===== src/rtl/wb_ana_cevirici_pkg.sv =====
// Shared types and constants for the Wishbone B4 classic master.
// WB_ZAMANASIMI_EN adds the default timeout length used by the optional watchdog.
package wb_ana_cevirici_pkg;

  localparam int ADRES_GENISLIGI_BIT  = 32;
  localparam int SOZCUK_GENISLIGI_BIT = 32;

`ifdef WB_ZAMANASIMI_EN
  localparam int WB_ZAMANASIMI_DONGU = 256;
`endif

  typedef enum logic [1:0] {
    WB_BOSTA = 2'd0,
    WB_AKTIF = 2'd1,
    WB_TAMAM = 2'd2
  } wb_durum_e;

  typedef enum logic [1:0] {
    SONUC_YOK   = 2'd0,
    SONUC_ACK   = 2'd1,
    SONUC_ERR   = 2'd2,
    SONUC_ZAMAN = 2'd3
  } wb_sonuc_e;

  // Completion priority: ERR beats ACK, and any slave response beats watchdog expiry.
  function automatic wb_sonuc_e sonuc_coz(input logic aktif, input logic ack,
                                          input logic err, input logic doldu);
    wb_sonuc_e s;
    if (!aktif) begin
      s = SONUC_YOK;
    end else if (err) begin
      s = SONUC_ERR;
    end else if (ack) begin
      s = SONUC_ACK;
    end else if (doldu) begin
      s = SONUC_ZAMAN;
    end else begin
      s = SONUC_YOK;
    end
    return s;
  endfunction

endpackage


===== src/rtl/wb_ana_cevirici_if.sv =====
// Request/ready handshake plus Wishbone bus signals of the peripheral bridge.
// master: the bridge's view; slave: requester + WB peripheral (testbench) view.
interface wb_ana_cevirici_if
  import wb_ana_cevirici_pkg::*;
#(
  parameter int AW = ADRES_GENISLIGI_BIT,
  parameter int DW = SOZCUK_GENISLIGI_BIT
);
  logic            istek_i;
  logic [AW-1:0]   adres_i;
  logic [DW-1:0]   veri_i;
  logic            yaz_i;
  logic [DW-1:0]   veri_o;
  logic            hazir_o;
  logic            hata_o;
  logic            wb_cyc_o;
  logic            wb_stb_o;
  logic            wb_we_o;
  logic [AW-1:0]   wb_adr_o;
  logic [DW-1:0]   wb_dat_o;
  logic [DW/8-1:0] wb_sel_o;
  logic [DW-1:0]   wb_dat_i;
  logic            wb_ack_i;
  logic            wb_err_i;

  modport master (
    input  istek_i, adres_i, veri_i, yaz_i, wb_dat_i, wb_ack_i, wb_err_i,
    output veri_o, hazir_o, hata_o, wb_cyc_o, wb_stb_o, wb_we_o,
           wb_adr_o, wb_dat_o, wb_sel_o
  );

  modport slave (
    output istek_i, adres_i, veri_i, yaz_i, wb_dat_i, wb_ack_i, wb_err_i,
    input  veri_o, hazir_o, hata_o, wb_cyc_o, wb_stb_o, wb_we_o,
           wb_adr_o, wb_dat_o, wb_sel_o
  );
endinterface


===== src/rtl/wb_ana_cevirici_sayac.sv =====
// Watchdog counter for a Wishbone cycle left without ACK/ERR.
// Only built when WB_ZAMANASIMI_EN is defined.
`ifdef WB_ZAMANASIMI_EN
module wb_zamanasimi_sayaci #(
  parameter int DONGU = 256
) (
  input  logic clk_i,
  input  logic rst_i,
  input  logic temizle_i,
  input  logic say_i,
  output logic doldu_o
);
  localparam int W = (DONGU > 1) ? $clog2(DONGU) : 1;
  localparam logic [W-1:0] SON = W'(DONGU - 1);

  logic [W-1:0] sayac_r;

  // Count idle cycles of the current bus cycle; cleared whenever no cycle is active.
  always_ff @(posedge clk_i or posedge rst_i) begin
    if (rst_i) begin
      sayac_r <= {W{1'b0}};
    end else if (temizle_i) begin
      sayac_r <= {W{1'b0}};
    end else if (say_i) begin
      sayac_r <= sayac_r + {{(W-1){1'b0}}, 1'b1};
    end else begin
      sayac_r <= sayac_r;
    end
  end

  assign doldu_o = (sayac_r == SON);
endmodule
`endif


===== src/rtl/wb_ana_cevirici.sv =====
// Wishbone B4 classic master: one registered request -> one WB cycle -> ready pulse.
// Define WB_ZAMANASIMI_EN to abort cycles that see no ACK/ERR within ZAMANASIMI_DONGU cycles.
module wb_ana_cevirici
  import wb_ana_cevirici_pkg::*;
#(
  parameter int ADRES_GENISLIGI  = ADRES_GENISLIGI_BIT,
  parameter int SOZCUK_GENISLIGI = SOZCUK_GENISLIGI_BIT
`ifdef WB_ZAMANASIMI_EN
  ,
  parameter int ZAMANASIMI_DONGU = WB_ZAMANASIMI_DONGU
`endif
) (
  input  logic              clk_i,
  input  logic              rst_i,
  wb_ana_cevirici_if.master bus
);
  localparam int SEL_GENISLIGI = SOZCUK_GENISLIGI / 8;

  wb_durum_e durum_r;
  wb_durum_e durum_s;
  wb_sonuc_e sonuc_s;
  logic      aktif_s;
  logic      doldu_s;

  logic                        cyc_r,   cyc_s;
  logic                        we_r,    we_s;
  logic [ADRES_GENISLIGI-1:0]  adr_r,   adr_s;
  logic [SOZCUK_GENISLIGI-1:0] dat_r,   dat_s;
  logic [SEL_GENISLIGI-1:0]    sel_r,   sel_s;
  logic [SOZCUK_GENISLIGI-1:0] veri_r,  veri_s;
  logic                        hata_r,  hata_s;
  logic                        hazir_r, hazir_s;

  assign aktif_s = (durum_r == WB_AKTIF);

`ifdef WB_ZAMANASIMI_EN
  wb_zamanasimi_sayaci #(
    .DONGU (ZAMANASIMI_DONGU)
  ) u_sayac (
    .clk_i     (clk_i),
    .rst_i     (rst_i),
    .temizle_i (!aktif_s),
    .say_i     (aktif_s && !bus.wb_ack_i && !bus.wb_err_i),
    .doldu_o   (doldu_s)
  );
`else
  assign doldu_s = 1'b0;
`endif

  // ACK/ERR outside AKTIF resolve to SONUC_YOK and are therefore ignored.
  assign sonuc_s = sonuc_coz(aktif_s, bus.wb_ack_i, bus.wb_err_i, doldu_s);

  // State register.
  always_ff @(posedge clk_i or posedge rst_i) begin
    if (rst_i) begin
      durum_r <= WB_BOSTA;
    end else begin
      durum_r <= durum_s;
    end
  end

  // Next-state logic; TAMAM always returns to BOSTA so no request is taken during it.
  always_comb begin
    durum_s = durum_r;
    case (durum_r)
      WB_BOSTA: begin
        if (bus.istek_i) begin
          durum_s = WB_AKTIF;
        end else begin
          durum_s = WB_BOSTA;
        end
      end
      WB_AKTIF: begin
        if (sonuc_s != SONUC_YOK) begin
          durum_s = WB_TAMAM;
        end else begin
          durum_s = WB_AKTIF;
        end
      end
      WB_TAMAM: durum_s = WB_BOSTA;
      default:  durum_s = WB_BOSTA;
    endcase
  end

  // Output logic: next values of every registered output.
  always_comb begin
    adr_s   = adr_r;
    dat_s   = dat_r;
    we_s    = we_r;
    veri_s  = veri_r;
    hata_s  = hata_r;
    hazir_s = 1'b0;

    if ((durum_r == WB_BOSTA) && bus.istek_i) begin
      adr_s = bus.adres_i;
      dat_s = bus.veri_i;
      we_s  = bus.yaz_i;
    end else begin
      adr_s = adr_r;
      dat_s = dat_r;
      we_s  = we_r;
    end

    case (sonuc_s)
      SONUC_ACK: begin
        veri_s  = we_r ? {SOZCUK_GENISLIGI{1'b0}} : bus.wb_dat_i;
        hata_s  = 1'b0;
        hazir_s = 1'b1;
      end
      SONUC_ERR, SONUC_ZAMAN: begin
        veri_s  = {SOZCUK_GENISLIGI{1'b0}};
        hata_s  = 1'b1;
        hazir_s = 1'b1;
      end
      default: begin
        veri_s  = veri_r;
        hata_s  = hata_r;
        hazir_s = 1'b0;
      end
    endcase

    cyc_s = (durum_s == WB_AKTIF);
    sel_s = cyc_s ? {SEL_GENISLIGI{1'b1}} : {SEL_GENISLIGI{1'b0}};
  end

  // Output registers; async reset drops CYC/STB at once and discards the pending completion.
  always_ff @(posedge clk_i or posedge rst_i) begin
    if (rst_i) begin
      cyc_r   <= 1'b0;
      we_r    <= 1'b0;
      adr_r   <= {ADRES_GENISLIGI{1'b0}};
      dat_r   <= {SOZCUK_GENISLIGI{1'b0}};
      sel_r   <= {SEL_GENISLIGI{1'b0}};
      veri_r  <= {SOZCUK_GENISLIGI{1'b0}};
      hata_r  <= 1'b0;
      hazir_r <= 1'b0;
    end else begin
      cyc_r   <= cyc_s;
      we_r    <= we_s;
      adr_r   <= adr_s;
      dat_r   <= dat_s;
      sel_r   <= sel_s;
      veri_r  <= veri_s;
      hata_r  <= hata_s;
      hazir_r <= hazir_s;
    end
  end

  assign bus.wb_cyc_o = cyc_r;
  assign bus.wb_stb_o = cyc_r;
  assign bus.wb_we_o  = we_r;
  assign bus.wb_adr_o = adr_r;
  assign bus.wb_dat_o = dat_r;
  assign bus.wb_sel_o = sel_r;
  assign bus.veri_o   = veri_r;
  assign bus.hata_o   = hata_r;
  assign bus.hazir_o  = hazir_r;

`ifdef SIM
  wb_ana_cevirici_denetci u_denetci (
    .clk_i  (clk_i),
    .rst_i  (rst_i),
    .aktif_i(aktif_s),
    .ack_i  (bus.wb_ack_i),
    .err_i  (bus.wb_err_i)
  );
`endif
endmodule

`ifdef SIM
// Flags slaves that answer while no cycle is outstanding.
module wb_ana_cevirici_denetci (
  input logic clk_i,
  input logic rst_i,
  input logic aktif_i,
  input logic ack_i,
  input logic err_i
);
  yanit_yalniz_aktifte: assert property (
    @(posedge clk_i) disable iff (rst_i) (ack_i || err_i) |-> aktif_i
  );
endmodule
`endif


===== src/flat_wrapper.sv =====
// flat-port wrapper written by rule: the top's interface ports become plain ports
module wb_ana_cevirici_flat import wb_ana_cevirici_pkg::*;
#(
  parameter int ADRES_GENISLIGI  = ADRES_GENISLIGI_BIT,
  parameter int SOZCUK_GENISLIGI = SOZCUK_GENISLIGI_BIT

)
  (clk_i, rst_i, bus_istek_i, bus_adres_i, bus_veri_i, bus_yaz_i, bus_wb_dat_i, bus_wb_ack_i, bus_wb_err_i, bus_veri_o, bus_hazir_o, bus_hata_o, bus_wb_cyc_o, bus_wb_stb_o, bus_wb_we_o, bus_wb_adr_o, bus_wb_dat_o, bus_wb_sel_o);
  wb_ana_cevirici_if #(.AW(32), .DW(32)) bus_i ();
  input  logic clk_i;
  input  logic rst_i;
  input wire logic [$bits(bus_i.istek_i)-1:0] bus_istek_i;
  input wire logic [$bits(bus_i.adres_i)-1:0] bus_adres_i;
  input wire logic [$bits(bus_i.veri_i)-1:0] bus_veri_i;
  input wire logic [$bits(bus_i.yaz_i)-1:0] bus_yaz_i;
  input wire logic [$bits(bus_i.wb_dat_i)-1:0] bus_wb_dat_i;
  input wire logic [$bits(bus_i.wb_ack_i)-1:0] bus_wb_ack_i;
  input wire logic [$bits(bus_i.wb_err_i)-1:0] bus_wb_err_i;
  output wire logic [$bits(bus_i.veri_o)-1:0] bus_veri_o;
  output wire logic [$bits(bus_i.hazir_o)-1:0] bus_hazir_o;
  output wire logic [$bits(bus_i.hata_o)-1:0] bus_hata_o;
  output wire logic [$bits(bus_i.wb_cyc_o)-1:0] bus_wb_cyc_o;
  output wire logic [$bits(bus_i.wb_stb_o)-1:0] bus_wb_stb_o;
  output wire logic [$bits(bus_i.wb_we_o)-1:0] bus_wb_we_o;
  output wire logic [$bits(bus_i.wb_adr_o)-1:0] bus_wb_adr_o;
  output wire logic [$bits(bus_i.wb_dat_o)-1:0] bus_wb_dat_o;
  output wire logic [$bits(bus_i.wb_sel_o)-1:0] bus_wb_sel_o;
  assign bus_i.istek_i = bus_istek_i;
  assign bus_i.adres_i = bus_adres_i;
  assign bus_i.veri_i = bus_veri_i;
  assign bus_i.yaz_i = bus_yaz_i;
  assign bus_i.wb_dat_i = bus_wb_dat_i;
  assign bus_i.wb_ack_i = bus_wb_ack_i;
  assign bus_i.wb_err_i = bus_wb_err_i;
  assign bus_veri_o = bus_i.veri_o;
  assign bus_hazir_o = bus_i.hazir_o;
  assign bus_hata_o = bus_i.hata_o;
  assign bus_wb_cyc_o = bus_i.wb_cyc_o;
  assign bus_wb_stb_o = bus_i.wb_stb_o;
  assign bus_wb_we_o = bus_i.wb_we_o;
  assign bus_wb_adr_o = bus_i.wb_adr_o;
  assign bus_wb_dat_o = bus_i.wb_dat_o;
  assign bus_wb_sel_o = bus_i.wb_sel_o;
  wb_ana_cevirici #(.ADRES_GENISLIGI(ADRES_GENISLIGI), .SOZCUK_GENISLIGI(SOZCUK_GENISLIGI)) u_core (.clk_i(clk_i), .rst_i(rst_i), .bus(bus_i));
endmodule

===== config.mk =====
export PLATFORM = sky130hd
export DESIGN_NAME = wb_ana_cevirici_flat
export DESIGN_NICKNAME = d
export VERILOG_FILES = /design/src/rtl/wb_ana_cevirici_pkg.sv /design/src/rtl/wb_ana_cevirici_if.sv /design/src/rtl/wb_ana_cevirici_sayac.sv /design/src/rtl/wb_ana_cevirici.sv /design/src/flat_wrapper.sv
export SDC_FILE = /design/constraint.sdc
export NUM_CORES = 1
export LEC_CHECK = 0
export ABC_AREA = 1
export CORE_UTILIZATION = 44
export DETAILED_ROUTE_END_ITERATION = 10
export PLACE_DENSITY = 0.88
export SETUP_SLACK_MARGIN = 0.5
export SYNTH_ARGS = -nofsm -noshare
export SYNTH_HDL_FRONTEND = slang
export SYNTH_HIERARCHICAL = 1
export SYNTH_SLANG_ARGS = --single-unit
export TNS_END_PERCENT = 5

===== constraint.sdc =====
create_clock -name clk_i -period 8.1 [get_ports clk_i]
set_input_delay 2.43 -clock clk_i [delete_from_list [all_inputs] [get_ports clk_i]]
set_output_delay 2.43 -clock clk_i [all_outputs]
set_load 0.005 [all_outputs]

==> impl_results.md <==
- Portion of total power attributed to sequential cells: a little over two fifths
- IO Port Bufs: a little over 200
- Largest net degree at the start of global routing: 68
- Part of the cycle the worst path needs: 49.9%
- Number of warning messages in the yosys log: 6
- Hold Startpoint: u_core/bus.wb_adr_o[28]
- Final core utilization: roughly 70%
- Top Usage Layer GRT: met2
- Crit Path Category: in -> reg
- Flip-flop and latch count after synthesis: 102
- Net count of the finished layout: 800
- Hold crit path type: reg -> reg
- Number of setup violations in the final report: 0
- Area Overhead vs Synth: 52.0%
- Buffer cell driving the clock tree root: sky130_fd_sc_hd__clkbuf_8
- Count of standard-cell rows: 35
- Cell with the biggest individual delay on the critical path: sky130_fd_sc_hd__nand2_2
- Post-Syn Instances: 516
- Arrival @ worst endpoint: ~4300 ps
- Instance count along the most critical hold path: 2
- Slew at the pin closest to its max-slew limit: approximately 1100 ps
- Post-CTS repair timing setup buffer count: 0
- Boundary pin count: 207
- Launching element of the worst setup path: bus_istek_i
- Worst vdd rail ir drop: 133 uV
- Worst reg-to-reg setup slack: 5650 ps
- Post-synthesis area per instance: between 8 and 9 um2
- Layout cells sized above 1: approximately 3.7%
- Clock transition at the registers of the reported paths: 80 ps
- Global-route track usage on met3: 6.03%
- Critical path launch point type: primary input
- Switching power: approximately 0.58 mW
- Overall die width: ~100 um
- Required time at the endpoint of the critical path: 8330 ps
- Area inside the core boundary: a little over 9000 um2
- Static power due to leakage: 3.22 nW
- Initial DRC Count: 180
- Count of distinct cell types in the synthesized netlist: 14
- Clk pwr share: 17.9%
- Largest driver fanout on the critical path: 67
- R2r endpoint: u_core/bus.wb_dat_o[23]
- Power, Total: 1.84 mW
- Post-detailed-placement half-perimeter wirelength: approximately 8000 um
- Tightest hold margin: 477 ps
- Pwr Density: around 280 nW/um2
- Min Tclk post-route: 4040 ps
- Detail Route Antenna Nets: 0
- DRC violation count after routing: 0
- Combinational share of power: 39.4%
- Sequential fraction of the synthesis area: 59.5%
- Slowest cell delay on critical path: 810 ps
- Launch point of the worst reg-to-reg path: u_core/durum_r[1]
- Met1 Resource Use GR: 29.0%
- Total die area: ~10000 um2
- Ratio of routed vias to standard cells: 4.83
- Critical-path cell list: buf_2 -> buf_4 -> nand2_2 -> nand2_1 -> nand2_1
- Total negative setup slack: 0 ps
- Worst hold path endpoint: u_core/bus.wb_adr_o[28]
- Relative max-transition margin: 24.8%
- Number of fillers in the final layout: 699
- Number of diodes added for antenna fixing: 0
- Effective utilization at floorplan: between 40% and 50%
- Total detailed-routing wirelength: approximately 11000 um
- Routability-driven placement congestion ratio: 0.807
- Worst-case clock skew: 13.0 ps
- GR Util met2: between 30% and 40%
- Count of instances resized after the clock tree is built: 0
- Die H: 101 um
- Worst Setup End Kind: register
- Net count after synthesis: 618
- GR Util All Layers: 23.0%
- Achievable clock frequency: ~0.25 GHz
- Max-cap check violation count: 0
- Hold_buf cts: 0
- Outcome: finished, final reports clean
- TritonCTS clock tree: built
- Switching portion of total power: a little under a third
- Total standard cell area after synthesis: 4290 um2
- Max-slew violation count: 0
- Antenna violations before repair: 0
- Total global routing overflow: 0
- Worst-Skew Late Latency: 360 ps
- Top cell by count, worst path: sky130_fd_sc_hd__nand2_1
- Reg2Reg Depth: 5
- Iteration count of the initial detailed-routing pass: 4
- Global-route wire length before repair: 18200 um
- Unrepaired setup endpoints after global routing: false
- Sinks on Clock Net: 102
- Most frequent cells in the layout: 263 x sky130_fd_sc_hd__nand2_1, 205 x sky130_fd_sc_hd__clkdlybuf4s50_1, 102 x sky130_fd_sc_hd__dfrtp_1, 65 x sky130_fd_sc_hd__nand3_1, 35 x sky130_fd_sc_hd__nor2_1
- Internal power contribution: ~1.3 mW
- Count of vias placed by the detailed router: 4022
- Most common library cell in the layout ignoring fill and taps: sky130_fd_sc_hd__nand2_1
- Buffers from clock root to sink, at most: 2
- Number of CTS-inserted buffers: 9
- H-tree lvl count: 3
- Count of endpoints failing hold in the final timing report: 0
- Vias in the first global route: 3931
- WL/cell: 13.8 um
==> metal layers <==
| metal | routed length, um | share of wire [%] | up-vias |
|---|---|---|---|
| li1 | - | - | 1947 |
| met1 | 4800 | 42 | 1855 |
| met2 | 5460 | 48 | 202 |
| met3 | 991 | 8.7 | 18 |
| met4 | 194 | 1.7 | 0 |
| met5 | 0 | 0 | - |
==> logic make-up (layout without fill, tap and decap cells) <==
family                 Yosys count  after routing  share of synthesized area (%)
AOI/OAI and AO/OA                2              2                          0.233
DFF                            102            102                           59.5
buffers and inverters           45            232                           6.03
and+or+nand+nor                367            367                           34.3
==> metrics by stage <==
step	setup slack [ps]	cells	area, um2
after floorplan	2990	516	4290
after global placement	3800	816	6310
after detailed placement	3740	816	6310
after CTS	4110	832	6520
after global routing	3900	832	6520
final	4060	832	6520
==> final cells by class <==
cell class,count,area (um2),share of cell area [%]
repair buffers,210,2090,32.0
multi-input cells,369,1490,22.8
inverters,6,25.0,0.384
clock buffers,12,155,2.38
clock inverters,4,53.8,0.825
flip-flops and latches,102,2550,39.1
well taps,129,161,2.47
==> worst max-delay path: cells and delay by family <==
family / cells / cell delay, ps
buf+inv: 2 / 610
simple gates: 3 / 1190
==> registers in the layout (all words and copies together), names as in the netlist <==
| register | cells |
|---|---|
| u_core/bus.hata_o | 1 |
| u_core/bus.hazir_o | 1 |
| u_core/bus.veri_o | 32 |
| u_core/bus.wb_adr_o | 32 |
| u_core/bus.wb_dat_o | 32 |
| u_core/bus.wb_sel_o | 1 |
| u_core/bus.wb_we_o | 1 |
| u_core/durum_r | 2 |
==> power by group through the flow <==
stage / clock [mW] / sequential, mW / combinational (mW)
after floorplan: 0 / 0.792 / 0.269
after global placement: 0 / 0.789 / 0.709
after detailed placement: 0 / 0.788 / 0.733
after CTS: 0.341 / 0.785 / 0.734
after global routing: 0.360 / 0.805 / 0.794
final: 0.329 / 0.785 / 0.725
==> how the worst max path moves through the flow <==
stage                              end  cells past startpoint  slack, ps
5_1_grt        u_core/bus.wb_dat_o[23]                      5       3900
2_1_floorplan        u_core/bus.hata_o                      1       2990
3_3_place_gp   u_core/bus.wb_dat_o[13]                      5       3800
3_5_place_dp   u_core/bus.wb_dat_o[23]                      5       3740
6_report       u_core/bus.wb_dat_o[23]                      5       4060
4_1_cts        u_core/bus.wb_dat_o[15]                      5       4110
==> Yosys cell counts <==
cell / n / area (um2)
sky130_fd_sc_hd__nor2_2: 1 / 6.26
sky130_fd_sc_hd__o21ai_0: 2 / 10.0
sky130_fd_sc_hd__buf_2: 15 / 75.1
sky130_fd_sc_hd__buf_6: 3 / 33.8
sky130_fd_sc_hd__nand2_1: 264 / 991
sky130_fd_sc_hd__nand2_2: 1 / 6.26
sky130_fd_sc_hd__buf_4: 13 / 97.6
sky130_fd_sc_hd__nor2_4: 1 / 11.3
sky130_fd_sc_hd__dfrtp_1: 102 / 2550
sky130_fd_sc_hd__nand3_1: 65 / 325
sky130_fd_sc_hd__clkbuf_1: 8 / 30.0
sky130_fd_sc_hd__inv_1: 5 / 18.8
sky130_fd_sc_hd__inv_2: 1 / 3.75
sky130_fd_sc_hd__nor2_1: 35 / 131
No activity file was read; power rests on OpenSTA's default activity.
